$ cat src/rtl/fifo_burst_reader.sv
// fifo_burst_reader
// Read-side controller for a synchronous byte FIFO. It watches the FIFO occupancy and drains
// it in bursts of up to BURST_LEN entries. Each entry is presented on a valid/ready stream.
// If the FIFO holds fewer than BURST_LEN entries for TIMEOUT idle cycles, a partial burst is
// forced, so data is never stranded.
//
// Ports
//   clk         rising-edge clock
//   rst         asynchronous, active-high reset (release synchronously)
//   fifo_empty  FIFO empty flag
//   fifo_count  FIFO occupancy
//   fifo_data   FIFO read data, valid RD_LATENCY cycles after fifo_rd
//   fifo_rd     FIFO read strobe, one cycle per popped entry
//   m_valid     output stream valid
//   m_ready     output stream ready from the consumer
//   m_data      output stream data, stable while m_valid is high
//   busy        high whenever the controller is not idle
//   burst_done  one-cycle pulse after each burst ends
//   byte_count  number of completed output handshakes, wraps at 2^16
module fifo_burst_reader #(
   parameter int unsigned DATA_WIDTH = 8,
   parameter int unsigned DEPTH      = 16,
   parameter int unsigned BURST_LEN  = 4,
   parameter int unsigned TIMEOUT    = 8,
   parameter int unsigned RD_LATENCY = 1
) (
   input  logic                   clk,
   input  logic                   rst,
   input  logic                   fifo_empty,
   input  logic [$clog2(DEPTH):0] fifo_count,
   input  logic [DATA_WIDTH-1:0]  fifo_data,
   output logic                   fifo_rd,
   output logic                   m_valid,
   input  logic                   m_ready,
   output logic [DATA_WIDTH-1:0]  m_data,
   output logic                   busy,
   output logic                   burst_done,
   output logic [15:0]            byte_count
);

   localparam int unsigned CntW = $clog2(DEPTH) + 1;
   localparam int unsigned TmrW = $clog2(TIMEOUT + 1);
   localparam int unsigned BstW = $clog2(BURST_LEN + 1);
   localparam int unsigned LatW = $clog2(RD_LATENCY + 1);

   localparam logic [CntW-1:0] BurstLenCnt = CntW'(BURST_LEN);
   localparam logic [BstW-1:0] BurstLenBst = BstW'(BURST_LEN);
   localparam logic [TmrW-1:0] TimeoutTmr  = TmrW'(TIMEOUT);
   localparam logic [LatW-1:0] LatLast     = LatW'(RD_LATENCY - 1);

   typedef enum logic [1:0] {
      StIdle,
      StPop,
      StWait,
      StHold
   } state_e;

   state_e                state_q, state_d;
   logic [TmrW-1:0]       timer_q, timer_d;
   logic [TmrW-1:0]       timer_inc;
   logic [BstW-1:0]       burst_cnt_q, burst_cnt_d;
   logic [LatW-1:0]       lat_q, lat_d;
   logic [DATA_WIDTH-1:0] m_data_q, m_data_d;
   logic [15:0]           byte_count_q, byte_count_d;
   logic                  burst_done_q, burst_done_d;

   // ---------------------------------------------------------------------------------------
   // Next-state logic
   // ---------------------------------------------------------------------------------------
   always_comb begin
      state_d      = state_q;
      timer_d      = timer_q;
      burst_cnt_d  = burst_cnt_q;
      lat_d        = lat_q;
      m_data_d     = m_data_q;
      byte_count_d = byte_count_q;
      burst_done_d = 1'b0;
      fifo_rd      = 1'b0;
      // Never exceeds TIMEOUT: IDLE is left on the cycle this value reaches TIMEOUT.
      timer_inc    = timer_q + 1'b1;

      case (state_q)
         StIdle: begin
            if (fifo_empty) begin
               timer_d = '0;
            end else if ((fifo_count >= BurstLenCnt) || (timer_inc >= TimeoutTmr)) begin
               // A full burst and an expiring timer in the same cycle start one burst only.
               state_d     = StPop;
               timer_d     = '0;
               burst_cnt_d = '0;
            end else begin
               timer_d = timer_inc;
            end
         end

         StPop: begin
            if (fifo_empty) begin
               // Nothing left to read: close the burst without touching the FIFO.
               state_d      = StIdle;
               burst_done_d = 1'b1;
            end else begin
               fifo_rd = 1'b1;
               lat_d   = '0;
               state_d = StWait;
            end
         end

         StWait: begin
            // fifo_data becomes valid RD_LATENCY cycles after the read strobe.
            if (lat_q == LatLast) begin
               m_data_d = fifo_data;
               state_d  = StHold;
            end else begin
               lat_d = lat_q + 1'b1;
            end
         end

         StHold: begin
            if (m_ready) begin
               byte_count_d = byte_count_q + 16'd1;
               burst_cnt_d  = burst_cnt_q + 1'b1;
               if ((burst_cnt_d == BurstLenBst) || fifo_empty) begin
                  state_d      = StIdle;
                  burst_done_d = 1'b1;
               end else begin
                  state_d = StPop;
               end
            end
         end

         default: begin
            state_d = StIdle;
         end
      endcase
   end

   // ---------------------------------------------------------------------------------------
   // State registers
   // ---------------------------------------------------------------------------------------
   always_ff @(posedge clk or posedge rst) begin
      if (rst) begin
         state_q      <= StIdle;
         timer_q      <= '0;
         burst_cnt_q  <= '0;
         lat_q        <= '0;
         m_data_q     <= '0;
         byte_count_q <= '0;
         burst_done_q <= 1'b0;
      end else begin
         state_q      <= state_d;
         timer_q      <= timer_d;
         burst_cnt_q  <= burst_cnt_d;
         lat_q        <= lat_d;
         m_data_q     <= m_data_d;
         byte_count_q <= byte_count_d;
         burst_done_q <= burst_done_d;
      end
   end

   // ---------------------------------------------------------------------------------------
   // Outputs
   // ---------------------------------------------------------------------------------------
   // Decoded from the state register only, so a reset drops m_valid and busy immediately.
   assign m_valid    = (state_q == StHold);
   assign busy       = (state_q != StIdle);
   assign m_data     = m_data_q;
   assign byte_count = byte_count_q;
   assign burst_done = burst_done_q;

endmodule

$ cat config.mk
export PLATFORM = sky130hd
export DESIGN_NAME = fifo_burst_reader
export DESIGN_NICKNAME = d
export VERILOG_FILES = /design/src/rtl/fifo_burst_reader.sv
export SDC_FILE = /design/constraint.sdc
export NUM_CORES = 1
export LEC_CHECK = 0
export CORE_UTILIZATION = 25
export CTS_CLUSTER_DIAMETER = 100
export CTS_CLUSTER_SIZE = 12
export DETAILED_ROUTE_END_ITERATION = 6
export GPL_TIMING_DRIVEN = 0
export HOLD_SLACK_MARGIN = 0.06
export PLACE_DENSITY = 0.54
export SLEW_MARGIN = 10
export SYNTH_ARGS = -nofsm -noshare
export SYNTH_HDL_FRONTEND = slang
export SYNTH_SLANG_ARGS = --single-unit
$ cat constraint.sdc
create_clock -name clk -period 3.01 [get_ports clk]
set_input_delay 0.602 -clock clk [delete_from_list [all_inputs] [get_ports clk]]
set_output_delay 0.602 -clock clk [all_outputs]
set_load 0.005 [all_outputs]
==> flow_summary.yaml <==
synthesis:
  synth_edf_count: 0
  async_reset_ff_share_pct: 100
  ys_types: 34
  synth_area_per_cell_sq_um: 12.5
  yosys.area.top_type: "dfrtp_1"
  ys_seq_area_share_pct: 55.9
  ys_top_cells_by_count: "dfrtp_1 (34), xnor2_1 (11), mux2_2 (9), nand4_1 (8)"
  yosys_warnings: 0
  synth_cells: 122
  synthFlopType: "dfrtp_1"
  synth.most_common_cell: "dfrtp_1"
  synth.cell_area_sq_um: 1520
  ys_top_cells_by_area: "dfrtp_1 (56%), mux2_2 (6.7%), xnor2_1 (6.3%)"
  yosysTopAreaCellShare_pct: 55.9
  syn-num-nets: 143
  synth-seq-cells: 34
cts:
  postCtsSetupRepairBufs: 0
  clockRootBuffer: "clkbuf_8"
  worstSkewPairLatency_ps: 280
  cts_hold_buf: 0
  path_clk_slew_ps: 60
  cts_max_level: 2
  cts_tree: "built"
  cts_resized: 0
  cts_buffer_depth: 2
  cts_buffers: 5
  numClockSinks: 34
die:
  ios: 45
  fp.dieW_microns: 80.0
  start_util_pct: 25.9
  core_sq_um: 5890
  row_count: 28
  die_area_sq_um: 6400
  die_h_microns: 80.0
status:
  status: "completed"
detailed_routing:
  drt_iter0_drc: 48
  final_antenna_net_count: 0
  avgRoutedWirePerCell_microns: 12.4
  dr.pass1.iters: 4
  routed_wl_microns: 3060
  avgViaCountPerCell: 4.49
  vias: 1108
  drc: 0
cells_and_area:
  final_layout_size_suffix_gt1_share_pct: 17.4
  finalNetCount: 192
  antennaDiodeCount: 0
  seqCellArea_sq_um: 851
  n_fill_cell: 595
  multi_input_area_sq_um: 638
  syn2layout_area_growth_pct: 39.8
worst_setup_path:
  crit_fanout: 7
  reg2regPathDepth: 5
  reg2reg_from: "byte_count[0]"
  cp.required_ps: 2410
  arrival_ps: 2030
  start_kind: "input port"
  crit_slowest_cell: "clkdlybuf4s50_1"
  timing.rr.end: "byte_count[8]"
  worst_setup_path_end_kind: "primary output"
  cp_common_cell: "clkdlybuf4s50_1"
  path_class: "in -> out"
  rrSetupSlack_ps: 1470
  startpoint: "fifo_empty"
  max_stage_delay_ps: 550
  crit_chain: "clkdlybuf4s50_1 -> nand2b_1 -> nor2_1 -> clkdlybuf4s50_1"
global_route:
  grt-ovfl-total: 0
  grt_pass1_vias: 1077
  grt_max_degree: 35
  antenna_found_initial: 0
  grt_first_pass_wirelength_microns: 5000
  grtUsageTotal_pct: 10.1
power:
  vdd_drop_max_mv: 0.328
  leakagePower_nw: 0.924
  power_mw: 1.65
  p_per_area_nw_per_um2: 774
timing:
  slew_headroom_pct: 53.7
  fin_tns_setup_ps: 0
  period_share_pct: 87.5
  fin_crit_ps: 2630
  maxSlewViolCount: 0
  fmax_mhz: 380
  fin_worst_skew_ps: 3.58
  tightest_slew_ps: 693
  rsz0062_at_grt: "false"
  final-hold-violation-count: 0
  hold_slack_ps: 473
  finalSetupViolations: 0
worst_hold_path:
  whs_path_depth: 1
  min_to: "byte_count[15]"
  hold_start: "byte_count[15]"
  hp-class: "reg -> reg"
place:
  io_buffers: 42
  gp_congestion: 0.735
  hpwl_microns: 2230
job:
  drv_cap: 0
==> worst max-delay path, delay by kind of cell <==
kind                   cells  cell delay, ps
buffers and inverters      2            1060
AND/OR/NAND/NOR            2             360
==> kinds of logic (layout without fill, tap and decap cells) <==
family                     Yosys count  after routing  share of synthesized area, %
and+or+nand+nor                     36             36                          13.5
xor gates and xnor gates            17             17                          9.79
DFF                                 34             34                          55.9
buffers and inverters                6             56                          2.14
AOI/OAI and AO/OA                   15             15                          7.98
adders and majority gates            4              4                          3.29
muxes                               10             10                          7.40
==> power breakdown <==
group	switching [mW]	internal [mW]	leakage (nW)
clock	0.153	0.184	0.0482
combinational	0.209	0.386	0.443
sequential	0.124	0.590	0.432
total	0.486	1.16	0.924
==> cells in the final DEF, fill, tap and decap left out, drive strengths merged <==
cell type / n
nand2b: 1
nand3: 3
nor3: 1
clkinv: 1
xor2: 6
a31oi: 1
and4: 2
and3: 3
a21o: 1
dfrtp: 34
a21oi: 3
buf: 3
clkbuf: 7
ha: 4
or2b: 1
a31o: 1
or3: 1
nand2: 6
a22o: 4
o21ai: 2
and2: 2
inv: 3
nor2: 7
o31ai: 1
nand4: 8
or2: 1
clkdlybuf4s50: 42
mux2: 10
xnor2: 11
a211o: 1
o21a: 1
==> state kept, by name, summed over array words and instances (netlist names), named ones only <==
signal / cells
m_data: 8
burst_cnt_q: 3
burst_done: 1
timer_q: 4
state_q: 1
byte_count: 16
==> worst max path at each step <==
| stage | end | slack (ps) | cells past startpoint |
|---|---|---|---|
| finish | fifo_rd | 380 | 4 |
| global placement | fifo_rd | 410 | 4 |
| detailed placement | fifo_rd | 380 | 4 |
| global route | fifo_rd | 320 | 4 |
| floorplan | timer_q[1] | 1470 | 4 |
| CTS | fifo_rd | 370 | 4 |
==> cell type report <==
class | instances | area share, %
Buffer | 3 | 1.00
Inverter | 3 | 0.529
Multi-Input combinational cell | 82 | 30.0
Sequential cell | 34 | 40.0
Clock inverter | 1 | 0.235
Timing Repair Buffer | 42 | 19.8
Tap cell | 75 | 4.41
Clock buffer | 7 | 4.06
==> layer usage <==
metal,vias up,GRT usage [%],wire (microns)
li1,528,-,-
met4,0,4.29,46
met2,37,17.2,1510
met5,-,0,0
met3,5,2.74,203
met1,538,12.0,1300
==> metrics by stage <==
step                instance area, sq um  util (%)  setup slack, ps  std cells
detailed placement                  2040      34.6              377        239
global route                        2130      36.1              316        247
global placement                    2040      34.6              410        239
floorplan                           1520         -             1470        122
CTS                                 2130      36.1              371        247
finish                              2130      36.1              376        247
Power figures use the tool's default switching activity.
